$ cat src/rtl/loop_controller_pkg.sv
// loop_controller_pkg
// Shared constants for the brainfuck CPU control-flow stage: opcode bit
// positions of the one-hot operation word, the loop_controller state
// encoding, and a helper that flags malformed bracket opcodes.
package loop_controller_pkg;

    localparam int OPCODE_MSB    = 7;

    localparam int OP_RIGHT      = 0;   // >
    localparam int OP_LEFT       = 1;   // <
    localparam int OP_INC        = 2;   // +
    localparam int OP_DEC        = 3;   // -
    localparam int OP_OUTPUT     = 4;   // .
    localparam int OP_INPUT      = 5;   // ,
    localparam int OP_LOOP_BEGIN = 6;   // [
    localparam int OP_LOOP_END   = 7;   // ]

    typedef enum logic [1:0] {
        ST_RUN  = 2'd0,
        ST_SKIP = 2'd1,
        ST_ERR  = 2'd2
    } state_t;

    // A bracket bit combined with any other bit is not a legal opcode.
    // op & (op - 1) clears the lowest set bit, so it is non-zero exactly
    // when more than one bit is set.
    function automatic logic is_malformed(input logic [OPCODE_MSB:0] op);
        logic [OPCODE_MSB:0] rest;
        rest = op & (op - {{OPCODE_MSB{1'b0}}, 1'b1});
        return (op[OP_LOOP_BEGIN] | op[OP_LOOP_END]) & (rest != '0);
    endfunction

endpackage

$ cat src/rtl/loop_controller_stack.sv
// loop_stack
// Parameterised LIFO holding return addresses of open loops.
// Ports:
//   clk, reset       clock, synchronous active-high reset (clears occupancy)
//   push, push_data  write push_data on top (ignored when full)
//   pop              drop the top entry (ignored when empty)
//   top              current top entry, combinational
//   full, empty      occupancy flags
//   count            number of stored entries, 0..DEPTH
module loop_stack #(
    parameter int WIDTH = 12,
    parameter int DEPTH = 16
) (
    input  logic                     clk,
    input  logic                     reset,
    input  logic                     push,
    input  logic                     pop,
    input  logic [WIDTH-1:0]         push_data,
    output logic [WIDTH-1:0]         top,
    output logic                     full,
    output logic                     empty,
    output logic [$clog2(DEPTH):0]   count
);

    localparam int PTR_W = $clog2(DEPTH);
    localparam int CNT_W = PTR_W + 1;

    logic [WIDTH-1:0] mem [DEPTH];
    logic [CNT_W-1:0] cnt;
    logic [CNT_W-1:0] top_pos;

    assign top_pos = cnt - CNT_W'(1);
    assign top     = mem[top_pos[PTR_W-1:0]];
    assign empty   = (cnt == '0);
    assign full    = (cnt == CNT_W'(DEPTH));
    assign count   = cnt;

    always_ff @(posedge clk) begin
        if (reset) begin
            cnt <= '0;
        end else if (push && !full) begin
            cnt <= cnt + CNT_W'(1);
        end else if (pop && !empty) begin
            cnt <= cnt - CNT_W'(1);
        end
    end

    // Storage carries no reset; only the occupancy count defines validity.
    always_ff @(posedge clk) begin
        if (push && !full && !reset) begin
            mem[cnt[PTR_W-1:0]] <= push_data;
        end
    end

endmodule

$ cat src/rtl/loop_controller.sv
// loop_controller
// Control-flow stage between instruction decode and the datapath. Forwards
// datapath ops through a one-entry output register and executes [ and ]
// locally using a return-address stack, a skip-depth counter and a
// one-cycle branch request to fetch.
// Ports:
//   clk, reset                    clock, synchronous active-high reset
//   op_in, op_pc, op_valid        one-hot op from decode with its address
//   op_ack                        op consumed this cycle
//   cell_zero, cell_zero_valid    current cell == 0, final when valid
//   op_out, op_out_valid          forwarded datapath op
//   op_out_ack                    datapath accepts op_out
//   branch, branch_target         one-cycle redirect to fetch
//   error                         sticky fault, cleared only by reset
//   loop_level                    return-stack occupancy
module loop_controller
    import loop_controller_pkg::*;
#(
    parameter int PC_WIDTH    = 12,
    parameter int STACK_DEPTH = 16,
    parameter int SKIP_WIDTH  = 8
) (
    input  logic                         clk,
    input  logic                         reset,
    input  logic [OPCODE_MSB:0]          op_in,
    input  logic [PC_WIDTH-1:0]          op_pc,
    input  logic                         op_valid,
    output logic                         op_ack,
    input  logic                         cell_zero,
    input  logic                         cell_zero_valid,
    output logic [OPCODE_MSB:0]          op_out,
    output logic                         op_out_valid,
    input  logic                         op_out_ack,
    output logic                         branch,
    output logic [PC_WIDTH-1:0]          branch_target,
    output logic                         error,
    output logic [$clog2(STACK_DEPTH):0] loop_level
);

    state_t                state, state_next;
    logic [SKIP_WIDTH-1:0] skip_depth, skip_next;
    logic [OPCODE_MSB:0]   out_next;
    logic                  out_valid_next;
    logic                  branch_next;
    logic [PC_WIDTH-1:0]   target_next;
    logic                  push, pop;
    logic [PC_WIDTH-1:0]   stk_top;
    logic                  stk_full, stk_empty;
    logic                  is_open, is_close, bad;

    assign is_open  = op_in[OP_LOOP_BEGIN];
    assign is_close = op_in[OP_LOOP_END];
    assign bad      = is_malformed(op_in);
    assign error    = (state == ST_ERR);

    loop_stack #(
        .WIDTH (PC_WIDTH),
        .DEPTH (STACK_DEPTH)
    ) u_stack (
        .clk       (clk),
        .reset     (reset),
        .push      (push),
        .pop       (pop),
        .push_data (op_pc),
        .top       (stk_top),
        .full      (stk_full),
        .empty     (stk_empty),
        .count     (loop_level)
    );

    always_ff @(posedge clk) begin
        if (reset) begin
            state <= ST_RUN;
        end else begin
            state <= state_next;
        end
    end

    always_comb begin
        state_next     = state;
        skip_next      = skip_depth;
        out_next       = op_out;
        out_valid_next = op_out_valid & ~op_out_ack;  // drains in every state
        branch_next    = 1'b0;
        target_next    = branch_target;
        push           = 1'b0;
        pop            = 1'b0;
        op_ack         = 1'b0;

        // Fetch/decode are flushing while branch is high, so nothing is taken.
        unique case (state)
            ST_RUN: begin
                if (op_valid && !branch) begin
                    if (bad) begin
                        op_ack     = 1'b1;
                        state_next = ST_ERR;
                    end else if (is_open || is_close) begin
                        // Brackets wait for the datapath to settle so that
                        // cell_zero reflects every op issued before them.
                        op_ack = cell_zero_valid & ~op_out_valid;
                        if (op_ack) begin
                            if (is_open) begin
                                if (cell_zero) begin
                                    skip_next  = SKIP_WIDTH'(1);
                                    state_next = ST_SKIP;
                                end else if (stk_full) begin
                                    state_next = ST_ERR;
                                end else begin
                                    push = 1'b1;
                                end
                            end else begin
                                if (stk_empty) begin
                                    state_next = ST_ERR;
                                end else if (!cell_zero) begin
                                    branch_next = 1'b1;
                                    target_next = stk_top + PC_WIDTH'(1);
                                end else begin
                                    pop = 1'b1;
                                end
                            end
                        end
                    end else begin
                        op_ack = ~op_out_valid | op_out_ack;
                        if (op_ack && (op_in != '0)) begin
                            out_next       = op_in;
                            out_valid_next = 1'b1;
                        end
                    end
                end
            end
            ST_SKIP: begin
                if (op_valid && !branch) begin
                    op_ack = 1'b1;
                    if (bad) begin
                        state_next = ST_ERR;
                    end else if (is_open) begin
                        if (&skip_depth) begin
                            state_next = ST_ERR;
                        end else begin
                            skip_next = skip_depth + SKIP_WIDTH'(1);
                        end
                    end else if (is_close) begin
                        skip_next = skip_depth - SKIP_WIDTH'(1);
                        if (skip_depth == SKIP_WIDTH'(1)) begin
                            state_next = ST_RUN;
                        end
                    end
                end
            end
            ST_ERR: begin
                state_next = ST_ERR;
            end
            default: begin
                state_next = ST_ERR;
            end
        endcase
    end

    always_ff @(posedge clk) begin
        if (reset) begin
            skip_depth    <= '0;
            op_out        <= '0;
            op_out_valid  <= 1'b0;
            branch        <= 1'b0;
            branch_target <= '0;
        end else begin
            skip_depth    <= skip_next;
            op_out        <= out_next;
            op_out_valid  <= out_valid_next;
            branch        <= branch_next;
            branch_target <= target_next;
        end
    end

endmodule

$ cat config.mk
export PLATFORM = sky130hd
export DESIGN_NAME = loop_controller
export DESIGN_NICKNAME = d
export VERILOG_FILES = /design/src/rtl/loop_controller_pkg.sv /design/src/rtl/loop_controller_stack.sv /design/src/rtl/loop_controller.sv
export SDC_FILE = /design/constraint.sdc
export NUM_CORES = 1
export LEC_CHECK = 0
export CAP_MARGIN = 5
export CORE_ASPECT_RATIO = 1.4
export CORE_MARGIN = 8
export CORE_UTILIZATION = 36
export CTS_BUF_LIST = sky130_fd_sc_hd__clkbuf_16
export CTS_CLUSTER_DIAMETER = 120
export DETAILED_ROUTE_END_ITERATION = 10
export SLEW_MARGIN = 25
export SYNTH_ARGS = -nofsm -noshare
export SYNTH_HDL_FRONTEND = slang
export SYNTH_SLANG_ARGS = --single-unit
$ cat constraint.sdc
create_clock -name clk -period 5 [get_ports clk]
set_clock_uncertainty 0.15 [all_clocks]
set_input_delay 1 -clock clk [delete_from_list [all_inputs] [get_ports clk]]
set_output_delay 1 -clock clk [all_outputs]
set_load 0.05 [all_outputs]
==> results of run 1 <==
[how the worst min path moves through the flow]
stage | to | slack (ps) | start
after floorplan | skip_depth[7] | 290 | skip_depth[7]
after global placement | op_out[6] | 300 | op_out[6]
after detailed placement | op_out[6] | 300 | op_out[6]
after CTS | op_out[6] | 320 | op_out[6]
after global routing | op_out[6] | 340 | op_out[6]
final | op_out[6] | 320 | op_out[6]
[worst max-delay path: cells and delay by family, from the launching register on]
| kind | cells | cell delay (ps) |
|---|---|---|
| flip-flops | 1 | 350 |
| AO/OA/AOI/OAI | 2 | 350 |
| multiplexers | 1 | 310 |
| buffers and inverters | 2 | 780 |
| adder cells (fa/ha/maj) | 1 | 1010 |
| AND/OR/NAND/NOR | 4 | 1210 |
[layout make-up]
class | count | area [µm²]
flip-flops and latches | 229 | 6510
inverters | 9 | 33.78
clock buffers | 22 | 550.5
fillers | 2400 | 15380
well taps | 365 | 456.7
clock inverters | 16 | 92.59
multi-input cells | 372 | 3138
repair buffers | 82 | 754.5
[synthesized netlist by cell type (8+ instances only)]
master,instances
nor2b_1,8
edfxtp_1,192
mux2i_1,18
nor3b_1,10
a21oi_1,15
nor3_1,18
dfxtp_1,37
ha_1,9
clkbuf_1,20
nor2_1,61
nand3_1,11
o21ai_0,12
mux4_2,43
nand2_1,43
[sequential cells by signal, summed over array words and instances (netlist names)]
signal         count
branch             1
branch_target     12
op_out             8
op_out_valid       1
skip_depth         8
state              2
u_stack.count      5
u_stack.mem      192
[power breakdown]
| part | switching (µW) | internal (µW) | leakage [µW] |
|---|---|---|---|
| clock network | 680 | 803 | 0.000327 |
| logic | 67.0 | 38.5 | 0.00126 |
| registers | 2.14 | 2070 | 0.00202 |
[through the flow]
stage | hold WS (ps) | utilization, % | instance area [µm²] | std cells | power (µW)
after floorplan | 292.9 | - | 9832 | 646 | 2155
after global placement | 295.4 | 40.45 | 10890 | 1057 | 2212
after detailed placement | 301.5 | 40.45 | 10890 | 1057 | 2217
after CTS | 318.6 | 42.84 | 11530 | 1095 | 3702
after global routing | 341.7 | 42.86 | 11540 | 1095 | 3778
final | 315.1 | 42.86 | 11540 | 1095 | 3658
[kinds of logic after synthesis]
logic type	synth area share [%]
adders and majority gates	1.247
muxes	12.79
and+or+nand+nor	10.92
AOI/OAI and AO/OA	5.345
xor gates and xnor gates	1.336
DFF	66.17
buffers and inverters	2.189
[routing by layer]
metal / up-vias / share of wire (%)
li1: 2671 / -
met2: 154 / 52
met1: 2959 / 40
met3: 41 / 5.0
met5: - / 0
met4: 0 / 2.7
==> impl_metrics.ini, run 1 <==
[route]
first_iter_violations = 468
wire_per_inst_um = 20.73
ant_nets = 0
drt_first_pass_iters = 5
routed_wl_um = 22700
drc = 0
vias = 5825
vias_per_cell = 5.320

[sta]
rsz0062_at_grt = no
period_needed_ps = 4255
clock.fmax_ghz = 0.2350
fin_crit_sh_pct = 85.09
setup_tns_ps = 0
relSlewSlack_pct = 33.52
setup_viol = 0
worst_slack_ps = 745.3
worst_slew_pin_slew_ps = 997.1
drv_slew = 0
final_hold_viol_count = 0

[place]
pre_cts_slack_ps = 588.3
place_congestion = 0.8419
portBuffers = 54
hpwl_um = 15420

[critical_path]
crit_path_frequent_cell = nand2_1
start_kind = flip-flop
path_class = flip-flop to flip-flop
cp_max_fo = 38
r2r_slack_ps = 750
r2r_end = branch_target[7]
crit_path_start = u_stack.count[0]
slowest_stage = ha_2
arrival_ps = 4530
cp-end-kind = flip-flop
cp-endpoint = branch_target[7]
max_stage_delay_ps = 1010
path_cells = clkinv_1, ha_2, buf_4, mux4_2, nand2_1, nand2_1, a32oi_1, or3_1, or4_1, a311oi_1
worstPathRequired_ps = 5280
reg2regPathDepth = 10
rr_startpoint = u_stack.count[0]

[die]
io_pins = 55
fp.coreArea_um2 = 26920
floorplan.die.width_um = 155.7
floorplan.initialDensity_pct = 36.53
die-area_um2 = 32930
dieHeight_um = 211.5
num_rows = 71

[yosys]
ys_warn_count = 0
ys_ff_latch = 229
synthCells = 646
syn_area_per_cell_um2 = 15.22
ys_async_sr_fraction_pct = 0
ys.flop_type = edfxtp_1
synth_top_area_share_pct = 58.64
syn-cell-area_um2 = 9832
syn_nets = 681
yosysUniqueCellTypes = 67
synth.largest_area_cell = edfxtp_1
synth_edf_count = 192
synthTopCellsByArea = edfxtp_1 59%, mux4_2 9.8%, dfxtp_1 7.5%
yosysSeqAreaShare_pct = 66.17

[grt]
antenna_found_initial = 0
grt_use_met1_pct = 16.17
grt_pass1_wl_um = 35340
grt_max_degree = 67
grt_use_met2_pct = 25.25
grt_use_met3_pct = 2.184
track_usage_pct = 13.82
grt.busiest_layer = met2
grt_overflow = 0
grt_pass1_vias = 6040

[clock_network]
numCtsBuffers = 22
clock_latency_ps = 510
cts-htree-levels = 1
ctsHoldBuffers = 0
clkTransAtPathRegs_ps = 60
cts_setup_buffers = 0
cts_num_sinks = 229
cts_resized = 0
clk_path_buf_depth = 3
tritoncts = built
cts.root.buffer_cell = clkbuf_16

[finish]
diodes = 0
nNetsFinal = 751
mostFrequentLayoutCell = edfxtp_1
drive_gt1_share_pct = 16.85
areaGrowthSynthToFinish_pct = 17.33
layout_common_cells = 192 x edfxtp_1, 61 x nor2_1, 54 x clkdlybuf4s50_1

[hold_path]
min_path_type = flip-flop to flip-flop
hold_depth = 1

[pwr]
power.density_nw_per_um2 = 317.1
ir_worst_vdd_mv = 0.1840
power_leakage_uw = 0.003609

[status]
outcome = finished, final reports clean

[run]
drv_cap = 0
(Power assumes the default switching activity.)
==> run 2, diff against run 1 <==
==> constraint.sdc (replaced) <==
create_clock -name clk -period 5.25 [get_ports clk]
set_clock_uncertainty 0.15 [all_clocks]
set_input_delay 1.05 -clock clk [delete_from_list [all_inputs] [get_ports clk]]
set_output_delay 1.05 -clock clk [all_outputs]
set_load 0.05 [all_outputs]
==> run 2 against run 1 <==
Against the previous run:
- final cell count is 0.18% higher
- worst hold slack better by 2.2 ps
- highest routed layer unchanged
- critical path depth is 2 lower
- combinational power hardly changed
- global-route usage is 0.16 points lower
- flip-flop and latch count stayed put
- first-iteration DRC count is 0.85% lower
- non-clock buffer count stayed put
- clock-buffer cell count stayed put
- largest cell class unchanged
- setup slack better by 120 ps
==> impl_metrics.ini, run 2 (synthesis results as in run 1) <==
[finish]
diodes = 0
layout_common_cells = 192 x edfxtp_1, 61 x nor2_1, 54 x clkdlybuf4s50_1
mostFrequentLayoutCell = edfxtp_1
drive_gt1_share_pct = 17.21
fillers = 2362
areaGrowthSynthToFinish_pct = 18.62
largest_reg_flops = 192
layoutNonFillerInstCount = 1097
nNetsFinal = 751

[sta]
relSlewSlack_pct = 33.54
period_needed_ps = 4385
drv_slew = 0
clock.fmax_ghz = 0.2280
final_hold_viol_count = 0
worst_slew_pin_slew_ps = 996.9
rsz0062_at_grt = no
fin_crit_sh_pct = 83.53
setup_viol = 0
setup_tns_ps = 0

[clock_network]
clk_path_buf_depth = 3
cts_num_sinks = 229
ctsHoldBuffers = 0
cts.root.buffer_cell = clkbuf_16
clkTransAtPathRegs_ps = 60
cts_resized = 0
numCtsBuffers = 22
tritoncts = built
clock_latency_ps = 520
cts_setup_buffers = 0
cts-htree-levels = 1

[grt]
antenna_found_initial = 0
grt_overflow = 0
track_usage_pct = 13.66
grt_max_degree = 65
grt_pass1_vias = 5962
grt_pass1_wl_um = 34590

[critical_path]
r2r_slack_ps = 990
cpLargestDelayFamily = buffers and inverters
arrival_ps = 3190
slowest_stage = clkdlybuf4s50_1
start_kind = input pin
path_class = input pin to output port
path_cells = clkdlybuf4s50_1, nor4_1, nand2_1, nor2_1, a21oi_1, nor2_1, nor2_1, clkdlybuf4s50_1
cp_max_fo = 7
max_stage_delay_ps = 700
worstPathRequired_ps = 4050
cp_num_buf_inv = 2
crit_path_frequent_cell = nor2_1
reg2regPathDepth = 10
cp-end-kind = output port
r2r_end = branch_target[9]
rr_startpoint = u_stack.count[1]

[die]
dieHeight_um = 211.5
floorplan.initialDensity_pct = 36.53
num_rows = 71
fp.coreArea_um2 = 26920
die-area_um2 = 32930
io_pins = 55
floorplan.die.width_um = 155.7

[pwr]
power.density_nw_per_um2 = 320.8
power_leakage_uw = 0.003663
ir_worst_vdd_mv = 0.2255

[route]
vias = 5831
wire_per_inst_um = 20.81
drt_first_pass_iters = 5
routed_wl_um = 22830
drc = 0
vias_per_cell = 5.315
first_iter_violations = 464
ant_nets = 0

[place]
dp.cells = 1057
portBuffers = 54
place_congestion = 0.8805
hpwl_um = 15800

[hold_path]
hold_depth = 1
min_path_type = flip-flop to flip-flop
min_delay_worst_endpoint = op_out[7]
worstHoldStart = op_out[7]

[run]
drv_cap = 0

[status]
outcome = finished, final reports clean
run 2: changes by cell type in the layout (fill, tap and decap cells not counted):
cell        previous run  this run
clkinv_4               2         0
clkinvlp_4             2         1
clkinv_1               5         8
clkinvlp_2             1         0
bufinv_16              0         5
clkinv_2               1         3
inv_1                 13         9
run 2: metrics by stage:
step | instance area [µm²] | hold WS (ps) | util (%) | setup slack [ps] | total power, µW
final | 11660 | 317.4 | 43.33 | 864.6 | 3742
after global routing | 11660 | 332.2 | 43.33 | 670.8 | 3847
after CTS | 11660 | 317.5 | 43.31 | 832.4 | 3787
after detailed placement | 10890 | 302.0 | 40.45 | 809.0 | 2113
after global placement | 10890 | 294.6 | 40.45 | 876.9 | 2110
after floorplan | 9832 | 292.9 | - | 376.7 | 2053
run 2: worst max path at each step:
stage,from,end,slack (ps),depth (start not counted)
6_report,op_in[5],op_ack,860,8
5_1_grt,op_in[5],op_ack,670,8
4_1_cts,op_in[5],op_ack,830,8
3_5_place_dp,op_in[6],u_stack.mem[9][9],810,9
3_3_place_gp,op_in[6],u_stack.mem[2][10],880,9
2_1_floorplan,u_stack.count[0],u_stack.mem[1][0],380,12
run 2: metal layers:
layer | share of wire [%] | track usage, % | vias to the layer above
met4 | 1.7 | 3.658 | 0
met3 | 4.9 | 1.959 | 26
li1 | - | - | 2669
met5 | 0 | 0 | -
met1 | 39 | 15.33 | 2970
met2 | 54 | 26.28 | 166
run 2: cell type report:
cell class / count / area, µm² / area share [%]
clock inverter: 18 / 219.0 / 1.877
tap: 365 / 456.7 / 3.916
inverter: 9 / 33.78 / 0.2897
timing repair buffer: 82 / 754.5 / 6.469
sequential: 229 / 6510 / 55.82
multi-input combinational: 372 / 3138 / 26.91
clock buffer: 22 / 550.5 / 4.721
run 2: power breakdown:
part / switching [µW] / leakage, µW / internal [µW]
combinational: 65.8 / 0.00126 / 36.6
sequential: 2.12 / 0.00202 / 1970
clock: 658 / 0.000381 / 1010
total: 726 / 0.00366 / 3020
run 2: worst register-to-register path: cells and delay by family, from the launching register on:
family | cells | cell delay, ps
buf+inv | 2 | 630
flops | 1 | 530
simple gates | 4 | 1210
fa+ha+maj | 1 | 1010
mux | 1 | 270
compound gates | 2 | 380
==> run 3, diff against run 2 <==
==> constraint.sdc (replaced) <==
create_clock -name clk -period 4.4 [get_ports clk]
set_clock_uncertainty 0.15 [all_clocks]
set_input_delay 0.88 -clock clk [delete_from_list [all_inputs] [get_ports clk]]
set_output_delay 0.88 -clock clk [all_outputs]
set_load 0.05 [all_outputs]
==> run 3 against run 2 <==
Against the previous run:
- flip-flop and latch count is the same
- setup slack lost 500 ps
- final cell count grew 0.46%
- die area is the same
- sequential power grew 19%
- critical endpoint is now branch_target[11]
==> impl_metrics.ini, run 3 (synthesis results as in run 1) <==
[sta]
clock.fmax_ghz = 0.2476
worst_slack_ps = 361.3
drv_slew = 0
final_hold_viol_count = 0
whs_ps = 309.9
fin_crit_sh_pct = 91.79
worst_slew_pin_slew_ps = 944.5
relSlewSlack_pct = 35.40
setup_viol = 0
period_needed_ps = 4039
setup_tns_ps = 0
rsz0062_at_grt = no

[die]
dieHeight_um = 211.5
num_rows = 71
fp.coreArea_um2 = 26920
die-area_um2 = 32930
floorplan.initialDensity_pct = 36.53
floorplan.die.width_um = 155.7
io_pins = 55

[grt]
grt_overflow = 0
antenna_found_initial = 0
track_usage_pct = 14.42
grt_pass1_wl_um = 36060
grt_max_degree = 62
grt_pass1_vias = 6048

[pwr]
sequentialPowerShare_pct = 53.4
p_clk_share_pct = 43.7
ir_worst_vdd_mv = 0.2704
switching_share_pct = 20.10
intPower_uw = 3520
power_frac_comb_pct = 2.9
power.switching_uw = 885.6
power_leakage_uw = 0.003679
power.density_nw_per_um2 = 377.2

[critical_path]
cpLargestDelayFamily = multiplexers
arrival_ps = 4310
start_kind = flip-flop
path_class = flip-flop to flip-flop
max_stage_delay_ps = 820
cp-endpoint = branch_target[11]
r2r_end = branch_target[11]
cp-end-kind = flip-flop
path_cells = inv_1, ha_2, buf_4, buf_4, mux4_2, mux4_2, o2111ai_1, nor3_1, a41o_1, a311oi_1
crit_path_start = u_stack.count[1]
cp_max_fo = 33
worstPathRequired_ps = 4670
rr_startpoint = u_stack.count[1]
reg2regPathDepth = 10
critical_path_depth = 10
cp_num_buf_inv = 3
r2r_slack_ps = 360
slowest_stage = ha_2

[finish]
mostFrequentLayoutCell = edfxtp_1
multiInputGateArea_um2 = 3147
largest_reg_flops = 192
seq_area_um2 = 6510
layout_common_cells = 192 x edfxtp_1, 61 x nor2_1, 53 x clkdlybuf4s50_1
areaGrowthSynthToFinish_pct = 18.80
fillers = 2402
nNetsFinal = 757
diodes = 0
drive_gt1_share_pct = 18.45
layoutNonFillerInstCount = 1102

[clock_network]
cts_setup_buffers = 0
cts-htree-levels = 1
clk_path_buf_depth = 3
ctsHoldBuffers = 0
numCtsBuffers = 22
tritoncts = built
cts_num_sinks = 229
cts_resized = 0
clkTransAtPathRegs_ps = 70
cts.root.buffer_cell = clkbuf_16
clock_latency_ps = 510

[route]
wire_per_inst_um = 21.56
drt_first_pass_iters = 5
vias_per_cell = 5.335
ant_nets = 0
routed_wl_um = 23760
drc = 0
first_iter_violations = 436
vias = 5879

[place]
portBuffers = 54
hpwl_um = 16580
place_congestion = 0.8527
dp.cells = 1063
pre_cts_slack_ps = 255.9

[status]
outcome = finished, final reports clean

[hold_path]
min_path_type = flip-flop to flip-flop
hold_depth = 1

[run]
drv_cap = 0
## run 3: changes by cell type in the layout (fill, tap and decap cells not counted), moves of 2 or more
cell | previous run | this run
buf_4 | 27 | 35
clkinv_1 | 8 | 5
clkinv_4 | 0 | 2
bufinv_16 | 5 | 3
## run 3: final cells by class
class,instances,area share [%]
inverters,9,0.2892
repair buffers,88,6.792
multi-input cells,372,26.94
well taps,365,3.910
clock buffers,23,4.928
flip-flops and latches,229,55.74
clock inverters,16,1.403
## run 3: power by group through the flow
stage | Sequential [µW] | Clock (µW) | Combinational (µW)
finish | 2350 | 1930 | 128
global route | 2350 | 2040 | 138
CTS | 2350 | 1960 | 130
detailed placement | 2400 | 0 | 129
global placement | 2400 | 0 | 126
floorplan | 2410 | 0 | 44.3
## run 3: through the flow
step / utilization (%) / cell area, µm² / power (µW)
finish: 43.39 / 11680 / 4406
global route: 43.39 / 11680 / 4531
CTS: 43.39 / 11680 / 4445
detailed placement: 40.65 / 10940 / 2528
global placement: 40.65 / 10940 / 2524
floorplan: - / 9866 / 2449
## run 3: worst min-delay path by stage
stage,startpoint,end,slack [ps]
2_1_floorplan,skip_depth[7],skip_depth[7],290
3_3_place_gp,op_out[7],op_out[7],290
3_5_place_dp,op_out[6],op_out[6],300
4_1_cts,op_out[7],op_out[7],320
5_1_grt,op_out[7],op_out[7],340
6_report,op_out[6],op_out[6],310
## run 3: routing by layer
metal  part of all wire (%)  vias to the layer above  global-route usage [%]  wire [µm]
met5                      0                        -                       0          0
met4                    3.6                        0                   6.007        855
met3                    6.1                       45                   2.224       1459
met2                     51                      212                   25.64      12180
met1                     39                     2940                   17.07       9262
li1                       -                     2682                       -          -
## run 3: worst register-to-register path: stages, from the launching register on
cell and delay, ps:
dfxtp_1 500, inv_1 160, ha_2 820, buf_4 340
buf_4 180, mux4_2 320, mux4_2 530, o2111ai_1 250
nor3_1 160, a41o_1 280, a311oi_1 260
